`src/rtl/if_fetch_queue_if.sv`:
```
// Fetch-stage bundle: redirect/MMU control, sram-like instruction bus, and
// the buffered instruction stream handed to the decode stage.
interface if_fetch_queue_if;
    // control from the PC-redirect mux and the MMU
    logic        redirect_valid;
    logic [31:0] redirect_pc;
    logic        stall_i;
    logic [5:0]  mmu_ecode_i;
    logic [8:0]  mmu_esubcode_i;
    // sram-like instruction bus
    logic        req;
    logic        wr;
    logic [1:0]  size;
    logic [31:0] addr;
    logic [3:0]  wstrb;
    logic [31:0] wdata;
    logic        addr_ok;
    logic        data_ok;
    logic [31:0] rdata;
    // instruction stream towards decode
    logic        out_valid;
    logic        out_ready;
    logic [31:0] out_pc;
    logic [31:0] out_inst;
    logic        out_has_exc;
    logic [5:0]  out_ecode;
    logic [8:0]  out_esubcode;
    logic [31:0] out_badv;

    modport master (
        input  redirect_valid, redirect_pc, stall_i, mmu_ecode_i, mmu_esubcode_i,
        output req, wr, size, addr, wstrb, wdata,
        input  addr_ok, data_ok, rdata,
        output out_valid, out_pc, out_inst, out_has_exc, out_ecode, out_esubcode, out_badv,
        input  out_ready
    );

    modport slave (
        output redirect_valid, redirect_pc, stall_i, mmu_ecode_i, mmu_esubcode_i,
        input  req, wr, size, addr, wstrb, wdata,
        output addr_ok, data_ok, rdata,
        input  out_valid, out_pc, out_inst, out_has_exc, out_ecode, out_esubcode, out_badv,
        output out_ready
    );
endinterface

```
`src/rtl/if_fetch_queue.sv`:
```
// Decoupled instruction fetch: pipelined requests on the instruction bus,
// returned words tagged with their PC queued in a DEPTH-entry FIFO. A redirect
// flushes everything and converts in-flight requests into a discard count.
module if_fetch_queue #(
    parameter int          DEPTH           = 4,
    parameter int          MAX_OUTSTANDING = 2,
    parameter logic [31:0] RESET_PC        = 32'h1c00_0000
) (
    input logic              clk,
    input logic              rst,
    if_fetch_queue_if.master bus
);
    localparam int              AW         = $clog2(DEPTH);
    localparam int              CW         = $clog2(DEPTH + 1);
    localparam int              QW         = (MAX_OUTSTANDING > 1) ? $clog2(MAX_OUTSTANDING) : 1;
    localparam logic [CW:0]     LP_DEPTH_X = (CW + 1)'(DEPTH);
    localparam logic [CW-1:0]   LP_DEPTH   = CW'(DEPTH);
    localparam logic [CW-1:0]   LP_MAXO    = CW'(MAX_OUTSTANDING);
    localparam logic [QW-1:0]   LP_QLAST   = QW'(MAX_OUTSTANDING - 1);
    localparam logic [5:0]      ECODE_ADEF = 6'h08;

    typedef enum logic [1:0] {ST_FETCH, ST_EXC_DRAIN, ST_EXC_HOLD} state_t;

    typedef struct packed {
        logic [31:0] pc;
        logic [31:0] inst;
        logic        has_exc;
        logic [5:0]  ecode;
        logic [8:0]  esubcode;
        logic [31:0] badv;
    } entry_t;

    state_t        r_state, w_state_next;
    logic [31:0]   r_pc;
    logic [CW-1:0] r_fifo_count, r_outstanding, r_discard_cnt;
    logic [AW-1:0] r_wr_ptr, r_rd_ptr;
    logic [QW-1:0] r_pcq_wr, r_pcq_rd;
    entry_t        r_fifo [DEPTH];
    logic [31:0]   r_pcq [MAX_OUTSTANDING];
    entry_t        r_head;

    logic          w_adef, w_exc_at_pc, w_can_issue, w_req, w_issue;
    logic          w_resp_drop, w_resp_take, w_exc_push, w_push, w_pop;
    logic [31:0]   w_addr;
    entry_t        w_push_entry, w_head_next;
    logic [AW-1:0] w_rd_ptr_next;
    logic [CW-1:0] w_count_after_pop, w_count_next, w_outstanding_next;
    logic [CW:0]   w_discard_sum, w_discard_redirect;

    assign w_addr      = {r_pc[31:2], 2'b00};
    assign w_adef      = (r_pc[1:0] != 2'b00);
    assign w_exc_at_pc = w_adef || (bus.mmu_ecode_i != 6'd0);
    assign w_can_issue = (({1'b0, r_fifo_count} + {1'b0, r_outstanding}) < LP_DEPTH_X)
                         && (r_outstanding < LP_MAXO);
    assign w_issue     = w_req && bus.addr_ok;
    assign w_resp_drop = bus.data_ok && (r_discard_cnt != '0);
    assign w_resp_take = bus.data_ok && (r_discard_cnt == '0);
    assign w_push      = w_resp_take || w_exc_push;
    assign w_pop       = (r_fifo_count != '0) && bus.out_ready;

    // Fetch FSM: request gating and the exception drain/hold sequence
    always_comb begin
        w_state_next = r_state;
        w_req        = 1'b0;
        w_exc_push   = 1'b0;
        case (r_state)
            ST_FETCH: begin
                if (w_exc_at_pc) begin
                    w_state_next = ST_EXC_DRAIN;
                end else begin
                    w_req = w_can_issue && !bus.stall_i && !bus.redirect_valid && !rst;
                end
            end
            ST_EXC_DRAIN: begin
                // older instructions must land in the FIFO ahead of the fault entry
                if ((r_outstanding == '0) && (r_fifo_count < LP_DEPTH)) begin
                    w_exc_push   = 1'b1;
                    w_state_next = ST_EXC_HOLD;
                end
            end
            ST_EXC_HOLD: w_state_next = ST_EXC_HOLD;
            default:     w_state_next = ST_FETCH;
        endcase
        if (bus.redirect_valid) begin
            w_state_next = ST_FETCH;
        end
    end

    // FIFO write data: either a bus response or a synthesised fault entry
    always_comb begin
        w_push_entry = '0;
        if (w_exc_push) begin
            w_push_entry.pc       = r_pc;
            w_push_entry.has_exc  = 1'b1;
            w_push_entry.ecode    = w_adef ? ECODE_ADEF : bus.mmu_ecode_i;
            w_push_entry.esubcode = w_adef ? 9'd0 : bus.mmu_esubcode_i;
            w_push_entry.badv     = w_adef ? r_pc : w_addr;
        end else begin
            w_push_entry.pc   = r_pcq[r_pcq_rd];
            w_push_entry.inst = bus.rdata;
        end
    end

    // Next FIFO occupancy, head register contents and counter updates
    always_comb begin
        w_rd_ptr_next     = w_pop ? r_rd_ptr + AW'(1) : r_rd_ptr;
        w_count_after_pop = r_fifo_count - CW'(w_pop);
        w_count_next      = w_count_after_pop + CW'(w_push);
        if (w_count_next == '0) begin
            w_head_next = '0;
        end else if (w_count_after_pop == '0) begin
            w_head_next = w_push_entry;      // bypass when the new entry becomes head
        end else begin
            w_head_next = r_fifo[w_rd_ptr_next];
        end
        case ({w_issue, w_resp_take})
            2'b10:   w_outstanding_next = r_outstanding + CW'(1);
            2'b01:   w_outstanding_next = r_outstanding - CW'(1);
            default: w_outstanding_next = r_outstanding;
        endcase
        // every request still on the bus at redirect will answer and must be dropped
        w_discard_sum      = {1'b0, r_discard_cnt} + {1'b0, r_outstanding};
        w_discard_redirect = (bus.data_ok && (w_discard_sum != '0)) ? w_discard_sum - (CW + 1)'(1)
                                                                    : w_discard_sum;
    end

    // In-flight PC queue storage
    always_ff @(posedge clk) begin
        if (w_issue) begin
            r_pcq[r_pcq_wr] <= r_pc;
        end
    end

    // Instruction FIFO storage
    always_ff @(posedge clk) begin
        if (w_push && !bus.redirect_valid) begin
            r_fifo[r_wr_ptr] <= w_push_entry;
        end
    end

    // Fetch-side state: PC, FSM, outstanding/discard counters, PC queue pointers
    always_ff @(posedge clk) begin
        if (rst) begin
            r_state       <= ST_FETCH;
            r_pc          <= RESET_PC;
            r_outstanding <= '0;
            r_discard_cnt <= '0;
            r_pcq_wr      <= '0;
            r_pcq_rd      <= '0;
        end else if (bus.redirect_valid) begin
            r_state       <= ST_FETCH;
            r_pc          <= bus.redirect_pc;
            r_outstanding <= '0;
            r_discard_cnt <= w_discard_redirect[CW-1:0];
            r_pcq_wr      <= '0;
            r_pcq_rd      <= '0;
        end else begin
            r_state       <= w_state_next;
            r_outstanding <= w_outstanding_next;
            if (w_issue) begin
                r_pc     <= r_pc + 32'd4;
                r_pcq_wr <= (r_pcq_wr == LP_QLAST) ? '0 : r_pcq_wr + QW'(1);
            end
            if (w_resp_take) begin
                r_pcq_rd <= (r_pcq_rd == LP_QLAST) ? '0 : r_pcq_rd + QW'(1);
            end
            if (w_resp_drop) begin
                r_discard_cnt <= r_discard_cnt - CW'(1);
            end
        end
    end

    // FIFO pointers, occupancy and registered head entry
    always_ff @(posedge clk) begin
        if (rst || bus.redirect_valid) begin
            r_wr_ptr     <= '0;
            r_rd_ptr     <= '0;
            r_fifo_count <= '0;
            r_head       <= '0;
        end else begin
            if (w_push) begin
                r_wr_ptr <= r_wr_ptr + AW'(1);
            end
            r_rd_ptr     <= w_rd_ptr_next;
            r_fifo_count <= w_count_next;
            r_head       <= w_head_next;
        end
    end

    assign bus.req          = w_req;
    assign bus.wr           = 1'b0;
    assign bus.size         = 2'b10;
    assign bus.addr         = w_addr;
    assign bus.wstrb        = 4'h0;
    assign bus.wdata        = 32'h0;
    assign bus.out_valid    = (r_fifo_count != '0);
    assign bus.out_pc       = r_head.pc;
    assign bus.out_inst     = r_head.inst;
    assign bus.out_has_exc  = r_head.has_exc;
    assign bus.out_ecode    = r_head.ecode;
    assign bus.out_esubcode = r_head.esubcode;
    assign bus.out_badv     = r_head.badv;
endmodule

```
`src/flat_wrapper.sv`:
```
// flat-port wrapper written by rule: the top's interface ports become plain ports
module if_fetch_queue_flat 
#(
    parameter int          DEPTH           = 4,
    parameter int          MAX_OUTSTANDING = 2,
    parameter logic [31:0] RESET_PC        = 32'h1c00_0000
)
  (clk, rst, bus_redirect_valid, bus_redirect_pc, bus_stall_i, bus_mmu_ecode_i, bus_mmu_esubcode_i, bus_req, bus_wr, bus_size, bus_addr, bus_wstrb, bus_wdata, bus_addr_ok, bus_data_ok, bus_rdata, bus_out_valid, bus_out_pc, bus_out_inst, bus_out_has_exc, bus_out_ecode, bus_out_esubcode, bus_out_badv, bus_out_ready);
  if_fetch_queue_if bus_i ();
  input logic clk;
  input logic rst;
  input wire logic [$bits(bus_i.redirect_valid)-1:0] bus_redirect_valid;
  input wire logic [$bits(bus_i.redirect_pc)-1:0] bus_redirect_pc;
  input wire logic [$bits(bus_i.stall_i)-1:0] bus_stall_i;
  input wire logic [$bits(bus_i.mmu_ecode_i)-1:0] bus_mmu_ecode_i;
  input wire logic [$bits(bus_i.mmu_esubcode_i)-1:0] bus_mmu_esubcode_i;
  output wire logic [$bits(bus_i.req)-1:0] bus_req;
  output wire logic [$bits(bus_i.wr)-1:0] bus_wr;
  output wire logic [$bits(bus_i.size)-1:0] bus_size;
  output wire logic [$bits(bus_i.addr)-1:0] bus_addr;
  output wire logic [$bits(bus_i.wstrb)-1:0] bus_wstrb;
  output wire logic [$bits(bus_i.wdata)-1:0] bus_wdata;
  input wire logic [$bits(bus_i.addr_ok)-1:0] bus_addr_ok;
  input wire logic [$bits(bus_i.data_ok)-1:0] bus_data_ok;
  input wire logic [$bits(bus_i.rdata)-1:0] bus_rdata;
  output wire logic [$bits(bus_i.out_valid)-1:0] bus_out_valid;
  output wire logic [$bits(bus_i.out_pc)-1:0] bus_out_pc;
  output wire logic [$bits(bus_i.out_inst)-1:0] bus_out_inst;
  output wire logic [$bits(bus_i.out_has_exc)-1:0] bus_out_has_exc;
  output wire logic [$bits(bus_i.out_ecode)-1:0] bus_out_ecode;
  output wire logic [$bits(bus_i.out_esubcode)-1:0] bus_out_esubcode;
  output wire logic [$bits(bus_i.out_badv)-1:0] bus_out_badv;
  input wire logic [$bits(bus_i.out_ready)-1:0] bus_out_ready;
  assign bus_i.redirect_valid = bus_redirect_valid;
  assign bus_i.redirect_pc = bus_redirect_pc;
  assign bus_i.stall_i = bus_stall_i;
  assign bus_i.mmu_ecode_i = bus_mmu_ecode_i;
  assign bus_i.mmu_esubcode_i = bus_mmu_esubcode_i;
  assign bus_req = bus_i.req;
  assign bus_wr = bus_i.wr;
  assign bus_size = bus_i.size;
  assign bus_addr = bus_i.addr;
  assign bus_wstrb = bus_i.wstrb;
  assign bus_wdata = bus_i.wdata;
  assign bus_i.addr_ok = bus_addr_ok;
  assign bus_i.data_ok = bus_data_ok;
  assign bus_i.rdata = bus_rdata;
  assign bus_out_valid = bus_i.out_valid;
  assign bus_out_pc = bus_i.out_pc;
  assign bus_out_inst = bus_i.out_inst;
  assign bus_out_has_exc = bus_i.out_has_exc;
  assign bus_out_ecode = bus_i.out_ecode;
  assign bus_out_esubcode = bus_i.out_esubcode;
  assign bus_out_badv = bus_i.out_badv;
  assign bus_i.out_ready = bus_out_ready;
  if_fetch_queue #(.DEPTH(DEPTH), .MAX_OUTSTANDING(MAX_OUTSTANDING), .RESET_PC(RESET_PC)) u_core (.clk(clk), .rst(rst), .bus(bus_i));
endmodule
```
`config.mk`:
```
export PLATFORM = sky130hd
export DESIGN_NAME = if_fetch_queue_flat
export DESIGN_NICKNAME = d
export VERILOG_FILES = /design/src/rtl/if_fetch_queue_if.sv /design/src/rtl/if_fetch_queue.sv /design/src/flat_wrapper.sv
export SDC_FILE = /design/constraint.sdc
export NUM_CORES = 1
export LEC_CHECK = 0
export BUFFER_PORTS_ARGS = -buffer_cell sky130_fd_sc_hd__buf_2
export CAP_MARGIN = 0
export CORE_UTILIZATION = 45
export CTS_BUF_LIST = sky130_fd_sc_hd__clkbuf_8
export DETAILED_ROUTE_END_ITERATION = 12
export SLEW_MARGIN = 20
export SYNTH_ARGS = -nofsm -noshare
export SYNTH_HDL_FRONTEND = slang
export SYNTH_SLANG_ARGS = --single-unit
```
`constraint.sdc`:
```
create_clock -name clk -period 5.3 [get_ports clk]
set_input_delay 0.53 -clock clk [delete_from_list [all_inputs] [get_ports clk]]
set_output_delay 0.53 -clock clk [all_outputs]
set_load 0.005 [all_outputs]
```
==> results.json <==
{
  "path_max_fanout": 18,
  "die_w_um": 245.6,
  "synth_edf_count": 512,
  "cp.required_ns": 5.92,
  "hold_path_end": "u_core.r_pc[27]$_SDFFE_PP1P_",
  "yosys-top-cells-area": "edfxtp_1 58%, dfxtp_1 12%, nand2_1 6.4%, a21oi_1 4.6%, a211o_1 3.3%",
  "switching_power_w": 0.003252,
  "grt_pass1_vias": 17390,
  "area_growth_pct": 14.57,
  "grtUsageTotal": 0.2242,
  "cp_top_family": "simple AND/OR/NAND/NOR gates",
  "stdcell_area_um2": 30590,
  "grt_pass1_wl_um": 102700,
  "nNetsFinal": 2459,
  "ys_ff_latch": 674,
  "fp.dieH_um": 245.6,
  "core_um2": 58140,
  "p_comb_frac": 0.132,
  "crit_slowest_cell": "nand4_1",
  "firstDrtPassIters": 5,
  "timing.final.crit_share": 0.7286,
  "drive_above_1_share": 0.1792,
  "seq_area_frac_synth": 0.6972,
  "fin_setup_tns_ns": 0,
  "rsz0062_at_grt": "false",
  "start_kind": "flip-flop",
  "holdCritPathClass": "input port to flip-flop",
  "maxCapViolCount": 0,
  "cts_buffers": 108,
  "grt_antenna_before_repair": 3,
  "start_util": 0.4593,
  "power.density_nw_per_um2": 403.0,
  "grt-ovfl-total": 0,
  "worst-r2r-cell-count": 10,
  "slew_violations": 0,
  "drt_iter0_markers": 1449,
  "irDropWorstVdd_mv": 0.2015,
  "fin_skew_ns": 0.02660,
  "r2r_slack_ns": 1.44,
  "clk_pin_slew_ns": 0.06,
  "critPathCaptureType": "flip-flop",
  "post-route-min-period_ns": 3.862,
  "wl_um": 67930,
  "dp_hpwl_um": 39350,
  "critical_path_class": "flip-flop to flip-flop",
  "clock_power_share": 0.354,
  "syn_area_per_cell_um2": 12.51,
  "drc_errors": 0,
  "power.internal_w": 0.009078,
  "hold_viol": 0,
  "r2r-start": "u_core.r_pc[1]$_SDFFE_PP0P_",
  "synth_warnings": 0,
  "cts_sinks": 674,
  "reg2reg_to": "u_core.r_outstanding[2]$_SDFFE_PP0P_",
  "ios": 271,
  "cts_setup_buffers": 0,
  "yosys.area.top_type": "edfxtp_1",
  "syn_inst": 2135,
  "portBuffers": 229,
  "max_freq_mhz": 258.9,
  "ant_nets": 0,
  "die_area_um2": 60320,
  "synth_top_area_frac": 0.5758,
  "synthArstFlopShare": 0,
  "vias": 17410,
  "relSlewSlack": 0.09550,
  "cts_buffer_depth": 3,
  "totalPowerFinal_w": 0.01233,
  "critPathBufInv": 2,
  "grt_max_degree": 217,
  "swShare": 0.2638,
  "p_seq_frac": 0.514,
  "setup_viol": 0,
  "critical-path-max-stage-delay_ns": 0.74,
  "hp-start": "bus_redirect_pc[27]",
  "fin_util": 0.5262,
  "avgViaCountPerCell": 5.422,
  "worst_pin_slew_ns": 1.357,
  "ctsRootBufferMaster": "clkbuf_8",
  "arrival_ns": 4.48,
  "holdPathStages": 3,
  "htreeDepth": 3,
  "syn_area_um2": 26700,
  "leakage_nw": 12.33,
  "cts_hold_buffers": 0,
  "clk_latency_ns": 0.69,
  "crit_chain": "nor3_1, nand4_1, nor2_4, inv_2, ha_1, inv_1, fa_1, xor2_1, or3_2, a21oi_1",
  "wire_per_inst_um": 21.16,
  "num_rows": 88,
  "synth_flop_cell": "edfxtp_1",
  "cts_tree": "done",
  "synth_cell_types": 66,
  "routabilityCongestion": 0.7925,
  "cts_resized": 0,
  "place_area_um2": 28400,
  "status": "complete, no violations"
}
-- how the worst max path moves through the flow --
stage	slack [ns]	to	depth (start not counted)	start
floorplan	0.98	u_core.r_fifo[0][0]$_DFFE_PP_	6	u_core.r_outstanding[2]$_SDFFE_PP0P_
global placement	1.33	u_core.r_outstanding[2]$_SDFFE_PP0P_	11	bus_mmu_ecode_i[3]
detailed placement	1.34	u_core.r_outstanding[2]$_SDFFE_PP0P_	11	bus_mmu_ecode_i[3]
CTS	1.52	u_core.r_outstanding[2]$_SDFFE_PP0P_	10	u_core.r_pc[1]$_SDFFE_PP0P_
global route	1.18	u_core.r_outstanding[2]$_SDFFE_PP0P_	10	u_core.r_pc[1]$_SDFFE_PP0P_
finish	1.44	u_core.r_outstanding[2]$_SDFFE_PP0P_	10	u_core.r_pc[1]$_SDFFE_PP0P_
-- cells by family (layout without fill, tap and decap cells) --
logic type	Yosys count	count (layout)	share of synthesized area
and+or+nand+nor	693	693	0.1162
DFF	674	674	0.6972
AOI/OAI and AO/OA	449	449	0.1080
buffers and inverters	228	498	0.04250
muxes	49	49	0.01837
adders and majority gates	23	23	0.01134
xor gates and xnor gates	17	17	0.006091
other	2	43	0.0002812
-- metal layers --
layer,vias to the layer above,GRT usage,share of wire
met4,4,0.08056,0.024
li1,8076,-,-
met2,590,0.3490,0.47
met1,8637,0.3149,0.45
met3,102,0.03951,0.064
met5,-,0,0.00040
-- worst register-to-register path: cells and delay by family (launching register included) --
kind | cells | cell delay, ns
flip-flops | 1 | 0.40
adder cells (fa/ha/maj) | 2 | 0.44
AO/OA/AOI/OAI | 1 | 0.14
XOR/XNOR | 1 | 0.07
AND/OR/NAND/NOR | 4 | 2.45
buffers and inverters | 2 | 0.30
-- state kept, by name (all words and copies together), names as in the netlist, named ones only --
signal and count:
u_core.r_wr_ptr 2, u_core.r_state 2, u_core.bus.out_ecode 6, u_core.r_pcq_rd 1, u_core.bus.out_has_exc 1, u_core.bus.out_inst 32, u_core.r_pcq 64, u_core.r_pc 32
u_core.r_pcq_wr 1, u_core.r_rd_ptr 2, u_core.r_fifo 448, u_core.r_fifo_count 3, u_core.bus.out_pc 32, u_core.bus.out_badv 32, u_core.bus.out_esubcode 9, u_core.r_outstanding 3
u_core.r_discard_cnt 3
-- cell usage in the layout, fill, tap and decap left out, types with 10 or more instances in the layout --
cell type | netlist | final
o21bai_1 | 24 | 24
conb_1 | 2 | 41
a211o_1 | 102 | 102
clkinv_1 | 2 | 15
nand4_1 | 13 | 13
inv_1 | 32 | 74
a21oi_1 | 243 | 242
buf_4 | 71 | 21
buf_2 | 4 | 229
o21ai_0 | 15 | 15
dfxtp_1 | 162 | 161
mux2i_1 | 49 | 49
clkinv_2 | 0 | 10
ha_1 | 21 | 21
nand3_1 | 24 | 22
o211ai_1 | 13 | 13
nand2_1 | 453 | 452
and3_1 | 32 | 32
edfxtp_1 | 512 | 512
nor3_1 | 10 | 10
clkbuf_8 | 0 | 133
and2_1 | 53 | 49
nor2_1 | 62 | 61
o311ai_0 | 14 | 14
-- power by group through the flow --
| stage | clock network [W] | logic (W) | registers, W |
|---|---|---|---|
| after global placement | 0 | 0.00161 | 0.00645 |
| after detailed placement | 0 | 0.00164 | 0.00645 |
| final | 0.00436 | 0.00163 | 0.00634 |
| after floorplan | 0 | 0.000964 | 0.00639 |
| after CTS | 0.00447 | 0.00165 | 0.00634 |
| after global routing | 0.00471 | 0.00179 | 0.00637 |
-- synthesized netlist by cell type, types with 14 or more instances --
cell,count
buf_4,71
edfxtp_1,512
mux2i_1,49
dfxtp_1,162
nor2_1,62
ha_1,21
nand2_1,453
and3_1,32
and2_1,53
o311ai_0,14
nand3_1,24
clkbuf_1,101
o21bai_1,24
inv_1,32
o21ai_0,15
a211o_1,102
buf_1,16
a21oi_1,243
-- stage by stage --
stage	hold WS [ns]	instances	worst slack (ns)
floorplan	0.4433	2174	0.9844
global placement	0.4788	3005	1.334
detailed placement	0.5037	3005	1.341
CTS	0.005598	3209	1.519
global route	0.05460	3210	1.181
finish	0.07385	3211	1.438
-- final cells by class --
| cell class | instances | area (um2) |
|---|---|---|
| repair buffers | 259 | 1484 |
| diodes | 2 | 5.005 |
| clock buffers | 133 | 1831 |
| inverters | 35 | 131.4 |
| well taps | 765 | 957.2 |
| multi-input cells | 1272 | 7212 |
| flip-flops and latches | 674 | 18620 |
| clock inverters | 71 | 351.6 |
| fillers | 5014 | 27540 |
(Power assumes the default switching activity.)
